<file path="src/rtl/hilo_muldiv.sv">
// hilo_muldiv: multiply/divide unit owning the HI/LO special registers.
//
// Accepts MULT/MULTU/DIV/DIVU and MTHI/MTLO requests while idle. Divides use a
// restoring radix-2 loop, one quotient bit per cycle. Multiplies use a
// shift-add loop with the same WIDTH-cycle timing. Operands are reduced to
// magnitudes at acceptance and the sign is fixed up in a final commit cycle.
//
// Optional feature macro: MULDIV_FAST_MULT_EN. When it is defined, MULT/MULTU
// take the full product from the synthesis multiplier at acceptance and
// commit one cycle later. Divide timing does not change.
//
// Ports:
//   clk_i    rising-edge clock
//   rst_ni   asynchronous active-low reset
//   start_i  request strobe, only sampled while idle
//   op_i     000 MULT, 001 MULTU, 010 DIV, 011 DIVU, 100 MTHI, 101 MTLO, 11x no-op
//   a_i      rs operand (dividend / multiplicand / MTHI-MTLO source)
//   b_i      rt operand (divisor / multiplier)
//   hi_o     HI register
//   lo_o     LO register
//   busy_o   high while a mul/div is in flight (stall request)
//   done_o   one-cycle pulse after a mul/div result is committed
module hilo_muldiv #(
  parameter int unsigned WIDTH = 32
) (
  input  logic             clk_i,
  input  logic             rst_ni,
  input  logic             start_i,
  input  logic [2:0]       op_i,
  input  logic [WIDTH-1:0] a_i,
  input  logic [WIDTH-1:0] b_i,
  output logic [WIDTH-1:0] hi_o,
  output logic [WIDTH-1:0] lo_o,
  output logic             busy_o,
  output logic             done_o
);

  localparam int unsigned     CntW    = (WIDTH > 1) ? $clog2(WIDTH) : 1;
  localparam logic [CntW-1:0] CntLast = CntW'(WIDTH - 1);

  typedef enum logic [1:0] {StIdle, StRun, StFix} state_e;

  state_e           state_q;
  logic [CntW-1:0]  cnt_q;
  logic [WIDTH-1:0] acc_q;     // partial remainder / product high half
  logic [WIDTH-1:0] sh_q;      // dividend->quotient / multiplier->product low half
  logic [WIDTH-1:0] opnd_q;    // divisor or multiplicand magnitude
  logic [WIDTH-1:0] a_orig_q;  // raw dividend, returned in HI on divide by zero
  logic [WIDTH-1:0] hi_q, lo_q;
  logic             is_div_q, div0_q, qneg_q, rneg_q, done_q;

  // Request decode
  logic op_signed, op_muldiv, op_is_div, op_mthi, op_mtlo;
  assign op_signed = ~op_i[0];
  assign op_muldiv = ~op_i[2];
  assign op_is_div = op_i[1];
  assign op_mthi   = (op_i == 3'b100);
  assign op_mtlo   = (op_i == 3'b101);

  logic [WIDTH-1:0] a_mag, b_mag;
  assign a_mag = (op_signed && a_i[WIDTH-1]) ? -a_i : a_i;
  assign b_mag = (op_signed && b_i[WIDTH-1]) ? -b_i : b_i;

`ifdef MULDIV_FAST_MULT_EN
  logic [2*WIDTH-1:0] fast_prod;
  assign fast_prod = {{WIDTH{1'b0}}, a_mag} * {{WIDTH{1'b0}}, b_mag};
`endif

  // One iteration of the restoring divide or shift-add multiply
  logic [WIDTH:0]   mul_sum, div_shift, div_diff;
  logic [WIDTH-1:0] acc_step, sh_step;
  always_comb begin
    mul_sum   = {1'b0, acc_q} + {1'b0, opnd_q & {WIDTH{sh_q[0]}}};
    div_shift = {acc_q, sh_q[WIDTH-1]};
    // Partial remainder is always below the divisor, so the MSB of the
    // (WIDTH+1)-bit difference is a clean borrow flag.
    div_diff  = div_shift - {1'b0, opnd_q};
    if (is_div_q) begin
      sh_step  = {sh_q[WIDTH-2:0], ~div_diff[WIDTH]};
      acc_step = div_diff[WIDTH] ? div_shift[WIDTH-1:0] : div_diff[WIDTH-1:0];
    end else begin
      {acc_step, sh_step} = {mul_sum, sh_q[WIDTH-1:1]};
    end
  end

  // Sign fix-up and result selection for the commit cycle
  logic [2*WIDTH-1:0] prod_fix;
  logic [WIDTH-1:0]   quot_fix, rem_fix, hi_fix, lo_fix;
  always_comb begin
    prod_fix = qneg_q ? -{acc_q, sh_q} : {acc_q, sh_q};
    quot_fix = qneg_q ? -sh_q : sh_q;
    rem_fix  = rneg_q ? -acc_q : acc_q;
    if (!is_div_q) begin
      {hi_fix, lo_fix} = prod_fix;
    end else if (div0_q) begin
      hi_fix = a_orig_q;
      lo_fix = '1;
    end else begin
      hi_fix = rem_fix;
      lo_fix = quot_fix;
    end
  end

  always_ff @(posedge clk_i or negedge rst_ni) begin
    if (!rst_ni) begin
      state_q  <= StIdle;
      cnt_q    <= '0;
      acc_q    <= '0;
      sh_q     <= '0;
      opnd_q   <= '0;
      a_orig_q <= '0;
      hi_q     <= '0;
      lo_q     <= '0;
      is_div_q <= 1'b0;
      div0_q   <= 1'b0;
      qneg_q   <= 1'b0;
      rneg_q   <= 1'b0;
      done_q   <= 1'b0;
    end else begin
      done_q <= 1'b0;
      unique case (state_q)
        StIdle: begin
          if (start_i) begin
            if (op_mthi) begin
              hi_q <= a_i;
            end else if (op_mtlo) begin
              lo_q <= a_i;
            end else if (op_muldiv) begin
              is_div_q <= op_is_div;
              div0_q   <= (b_i == '0);
              qneg_q   <= op_signed & (a_i[WIDTH-1] ^ b_i[WIDTH-1]);
              rneg_q   <= op_signed & a_i[WIDTH-1];
              a_orig_q <= a_i;
              acc_q    <= '0;
              opnd_q   <= op_is_div ? b_mag : a_mag;
              sh_q     <= op_is_div ? a_mag : b_mag;
              cnt_q    <= '0;
              state_q  <= StRun;
`ifdef MULDIV_FAST_MULT_EN
              if (!op_is_div) begin
                {acc_q, sh_q} <= fast_prod;
                state_q       <= StFix;
              end
`endif
            end
          end
        end
        StRun: begin
          acc_q <= acc_step;
          sh_q  <= sh_step;
          cnt_q <= cnt_q + CntW'(1);
          if (cnt_q == CntLast) state_q <= StFix;
        end
        StFix: begin
          hi_q    <= hi_fix;
          lo_q    <= lo_fix;
          done_q  <= 1'b1;
          state_q <= StIdle;
        end
        default: state_q <= StIdle;
      endcase
    end
  end

  assign hi_o   = hi_q;
  assign lo_o   = lo_q;
  assign busy_o = (state_q != StIdle);
  assign done_o = done_q;

endmodule

</file>
<file path="config.mk">
export PLATFORM = sky130hd
export DESIGN_NAME = hilo_muldiv
export DESIGN_NICKNAME = d
export VERILOG_FILES = /design/src/rtl/hilo_muldiv.sv
export SDC_FILE = /design/constraint.sdc
export NUM_CORES = 1
export LEC_CHECK = 0
export ABC_AREA = 1
export CORE_MARGIN = 3
export CORE_UTILIZATION = 30
export DETAILED_ROUTE_END_ITERATION = 16
export DONT_BUFFER_PORTS = 1
export PLACE_DENSITY_LB_ADDON = 0.25
export SLEW_MARGIN = 30
export SYNTH_ARGS = -nofsm -noshare
export SYNTH_HDL_FRONTEND = slang
export SYNTH_SLANG_ARGS = --single-unit
</file>
<file path="constraint.sdc">
create_clock -name clk_i -period 2.6 [get_ports clk_i]
set_input_delay 0.52 -clock clk_i [delete_from_list [all_inputs] [get_ports clk_i]]
set_output_delay 0.52 -clock clk_i [all_outputs]
set_load 0.01 [all_outputs]
</file>
# Yosys cells after proc, flatten, opt, wreduce, memory -nomap -nowiden
# Index checks and enable logic that the tools add are counted.
# W data, S select, Z words.
dict set report totals {
  regBits 204
  wordCells 97
}
dict set report classes {
  reduce_logical 12
  n_addsub 8
  bitwise_logic 9
  eq_ne 12
  muxes 43
}
# cell n
set op_table {}
lappend op_table {{$mux W32} 26}
lappend op_table {{$pmux W32 S2} 4}
lappend op_table {{$neg A32 Y32} 4}
lappend op_table {{$mux W64} 1}
lappend op_table {{$neg A64 Y64} 1}
lappend op_table {{$add A32 B32 Y33} 1}
lappend op_table {{$sub A33 B32 Y33} 1}
lappend op_table {{$and A32 B32 Y32} 1}
lappend op_table {{$logic_not A32 Y1} 1}
lappend op_table {{$mux W5} 4}
lappend op_table {{$reduce_and A5 Y1} 3}
lappend op_table {{$ne A2 B2 Y1 const B} 7}
lappend op_table {{$mux W2} 5}
lappend op_table {{$pmux W5 S2} 1}
lappend op_table {{$eq A3 B3 Y1 const B} 2}
lappend op_table {{$reduce_bool A2 Y1} 3}
lappend op_table {{$add A5 B1 Y5 const B} 1}
lappend op_table {{$eq A5 B5 Y1 const B} 1}
lappend op_table {{$not A1 Y1} 5}
lappend op_table {{$pmux W2 S2} 1}
lappend op_table {{$reduce_and A4 Y1} 1}
lappend op_table {{$reduce_and A3 Y1} 1}
lappend op_table {{$and A1 B1 Y1} 2}
lappend op_table {{$eq A2 B1 Y1 const B} 1}
lappend op_table {{other kinds (5)} 6}

# Logic depth before layout (Yosys ltp)
dict set report depth {
  word_depth 9
  mapped_depth 22
  mapped_depth_nobuf 20
}

# Worst setup path before layout
# Ideal clock, no wire load.
dict set report synth_path {
  path_kind {register to register}
  startpoint {register sh_q[0]}
  endpoint {register acc_q[17]}
  path_slack_ns 0.067
  required_ns 2.474
  setup_time_ns 0.126
  stages_incl_launch_ff 21
  arrival_time_ns 2.407
  synth_period_minus_slack_ns 2.533
  cell_sequence {dfrtp_1 -> buf_2 -> buf_1 -> nand2_1 -> inv_1 -> ha_1 -> inv_1 -> fa_1 -> inv_1 -> nand3_1 -> nand2_1 -> nand2_1 -> nand2_1 -> nand2_1 -> nand2_1 -> nand2_1 -> nand3_1 -> nand2_1 -> o21a_1 -> nand2_1 -> o21ai_2}
}
dict set report synth_between {
  elab_chain_len 4
}
# item line_no
set synth_lines {}
lappend synth_lines {{start: declaration} 46} ;# logic [WIDTH-1:0] sh_q;
lappend synth_lines {{start signal: assignment} 136} ;# sh_q <= op_is_div ? a_mag : b_mag;
lappend synth_lines {{start signal: assignment} 150} ;# sh_q <= sh_step;
lappend synth_lines {{$and A32 B32 Y32} 73} ;# mul_sum = {1'b0, acc_q} + {1'b0, opnd_q & {WIDTH{sh_q[0]}}};
lappend synth_lines {{$add A32 B32 Y33} 73}
lappend synth_lines {{$mux W32} 78} ;# if (is_div_q) begin
lappend synth_lines {{$pmux W32 S2} 121} ;# unique case (state_q)
lappend synth_lines {{end signal: assignment} 149} ;# acc_q <= acc_step;
lappend synth_lines {{end: declaration} 45} ;# logic [WIDTH-1:0] acc_q;
# Every way passes these cells.
# A chain may end at the register's enable or synchronous reset.

# Worst setup path after layout
dict set report layout_path {
  startpoint {register sh_q[0]}
  endpoint {register acc_q[25]}
}
# The elaborated chain is that of the path after synthesis.

==> reports/results.ini <==
[status]
status = complete, but fails checks
violations = hold timing

[global_route]
grt_pass1_vias = 22080
grt_max_degree = 205
overflow = 0
grt_pass1_wl_mm = 143.4
antenna_found_initial = 5
grt_usage = 0.2676

[timing]
finalHoldViolCount = 204
slew_headroom = 0.4096
post-route-period-util = 0.9656
skew_ns = 0.02316
tns_ns = 0
hold_ws_ns = -0.3645
rsz0062_at_grt = yes
slew_violations = 0
finalSetupViolations = 0
period_needed_ns = 2.510
worst_slack_ns = 0.08952
fmax_ghz = 0.3983
worst_pin_slew_ns = 0.8763

[clock_tree]
cts_tree = built
clk_pin_slew_worst_paths_ns = 0.06
numCtsBuffers = 26
cts_root_buffer = clkbuf_16
insertion_delay_ns = 0.58
numClockSinks = 204
htree_num_levels = 1
ctsLongestPathBuffers = 3

[placement]
placed_area_mm2 = 0.02259
portBuffers = 0
pre_cts_ws_ns = -0.1641
hpwl_mm = 79.82
gp_congestion = 0.9805

[yosys]
avgSynthCellArea_um2 = 5.808
syn_inst = 3507
async_reset_ff_frac = 1.000
yosysTopAreaCell = dfrtp_1
synth_edf_count = 0
yosysTopAreaCellShare = 0.2506
syn_nets = 3649
ys.warnings.count = 0
synth_area_leaders = dfrtp_1 (25%), nand2_1 (20%), nor2_1 (9.6%), inv_1 (7.9%), nand3_1 (7.2%)
synthFlopType = dfrtp_1
synth_common_cells = nand2_1 (1072), nor2_1 (522), inv_1 (426), nand3_1 (295), o21ai_0 (238)
post-synth-top-count-cell = nand2_1
synth_seq_cells = 204
syn_area_mm2 = 0.02037
yosysSeqAreaShare = 0.2506
synthDistinctLibCells = 57

[flow_run]
max_cap_viol_count = 0

[route]
wire_per_inst_um = 21.81
drc_errors = 0
avgViaCountPerCell = 5.271
vias = 23780
drt_iter0_markers = 2539
first_pass_iters = 8
wl_mm = 98.42
drtAntennaViolNets = 0

[floorplan]
row_count = 94
die_w_um = 266.6
core_mm2 = 0.06645
initial_core_util = 0.3065
die_h_um = 266.6
dieArea_mm2 = 0.07106
num_io_pins = 136

[worst_setup_path]
cp-end-kind = flop
cp-start-kind = flop
crit_type = reg2reg
cp_max_fo = 4
crit_required_ns = 3.05
crit_arrival_ns = 2.96

[layout]
final_design_area_no_fill_mm2 = 0.02439
nNetsFinal = 3769
drive_gt1_frac = 0.1355
area_delta_synth_final_pct = 19.76

[power]
cellPowerDensity_mw_per_mm2 = 1515
p_leak_nw = 11.95
ir_drop_mv = 1.152

[worst_hold_path]
hp-class = in2async

[power by group]
group | internal [mW] | switching [mW]
clock | 2.37 | 1.64
combinational | 9.54 | 16.7
sequential | 4.75 | 1.94
total | 16.7 | 20.3
[logic make-up (layout without fill, tap and decap cells)]
kind of cell | after synthesis | count (layout) | synth area share
DFF | 204 | 204 | 0.2506
AOI/OAI and AO/OA | 557 | 557 | 0.1509
and+or+nand+nor | 2033 | 2033 | 0.4136
buffers and inverters | 572 | 711 | 0.1103
adders and majority gates | 72 | 72 | 0.04496
other | 0 | 2 | 0
xor gates and xnor gates | 69 | 69 | 0.02967
[stage by stage]
stage / total power, mW / instances / util
2_1_floorplan: 21.75 / 3507 / -
3_3_place_gp: 30.50 / 4445 / 0.3400
3_5_place_dp: 30.42 / 4445 / 0.3400
4_1_cts: 34.66 / 4492 / 0.3544
5_1_grt: 39.88 / 4510 / 0.3670
6_report: 36.95 / 4512 / 0.3671
[routing by layer]
metal  GRT usage  wire [um]
met5           0         54
met4     0.09040       3822
met3     0.04222       7913
met2      0.4222      43560
met1      0.3724      43070
[cell type report]
class	count	area, um^2
Antenna cell	2	5.005
Clock buffer	36	768.2
Clock inverter	11	161.4
Fill cell	7360	42060
Inverter	438	1644
Multi-Input combinational cell	2731	13760
Sequential cell	204	5112
Tap cell	864	1081
Timing Repair Buffer	226	1863
[what timing repair did]
action | 4_1_cts | 5_1_grt
endpoints found under the setup margin | 22 | 41
pin swaps | 0 | 22
hold endpoints to repair | 204 | 204
gates resized for setup | 7 | 165
buffers inserted | 0 | 17
cloned | 0 | 1
[sequential cells by signal (all words and copies together) (netlist names), 2 cells and up]
name,cells
opnd_q,32
acc_q,32
hi_o,32
a_orig_q,32
cnt_q,5
sh_q,32
state_q,2
lo_o,32
[critical path, stage by stage (launching register included)]
cell and delay, ns:
dfrtp_2 0.48, nand2_1 0.09, inv_2 0.08, ha_4 0.13, inv_2 0.05, fa_2 0.36
inv_2 0.07, nand3_1 0.08, nand2_2 0.13, nand2_1 0.09, nand2_2 0.09, nand2_1 0.06
nand2_2 0.13, nand3_2 0.09, nand3_1 0.10, nand3_2 0.11, nand2_2 0.09, inv_1 0.06
nand2_1 0.06, nand2_1 0.04
[final timing paths]
check / start / end / slack (ns) / depth (start not counted)
max in group asynchronous: rst_ni / acc_q[20] / 2.50 / 0
worst max register to register: sh_q[0] / acc_q[25] / 0.09 / 19
worst max-delay path: sh_q[0] / acc_q[25] / 0.09 / 19
min in group clk_i: a_i[7] / a_orig_q[7] / 0.14 / 2
worst min register to register: a_orig_q[31] / a_orig_q[31] / 0.49 / 2
worst min-delay path: rst_ni / lo_o[16] / -0.36 / 0
[cell usage in the layout, fill, tap and decap left out, drive strengths merged, types with 2 or more instances in the layout]
master | synthesis | layout
dfrtp | 204 | 204
buf | 53 | 225
o21bai | 11 | 11
nor2 | 547 | 547
clkbuf | 81 | 37
o22ai | 2 | 2
a21o | 5 | 5
a22oi | 13 | 13
xnor2 | 18 | 18
nand4 | 33 | 33
nor3 | 26 | 26
o221ai | 17 | 17
nand2 | 1093 | 1093
a31oi | 10 | 10
inv | 433 | 436
diode | 0 | 2
nand3 | 303 | 303
nand3b | 13 | 13
or2 | 8 | 8
xor2 | 51 | 51
nor4 | 6 | 6
a21oi | 203 | 203
o211ai | 22 | 22
bufinv | 0 | 3
o21a | 4 | 4
clkinvlp | 0 | 2
o22a | 2 | 2
ha | 70 | 70
o21ai | 258 | 258
o31ai | 2 | 2
a22o | 2 | 2
clkinv | 5 | 8
fa | 2 | 2
and2 | 2 | 2
Note: power is estimated with default switching activity, not from simulation.
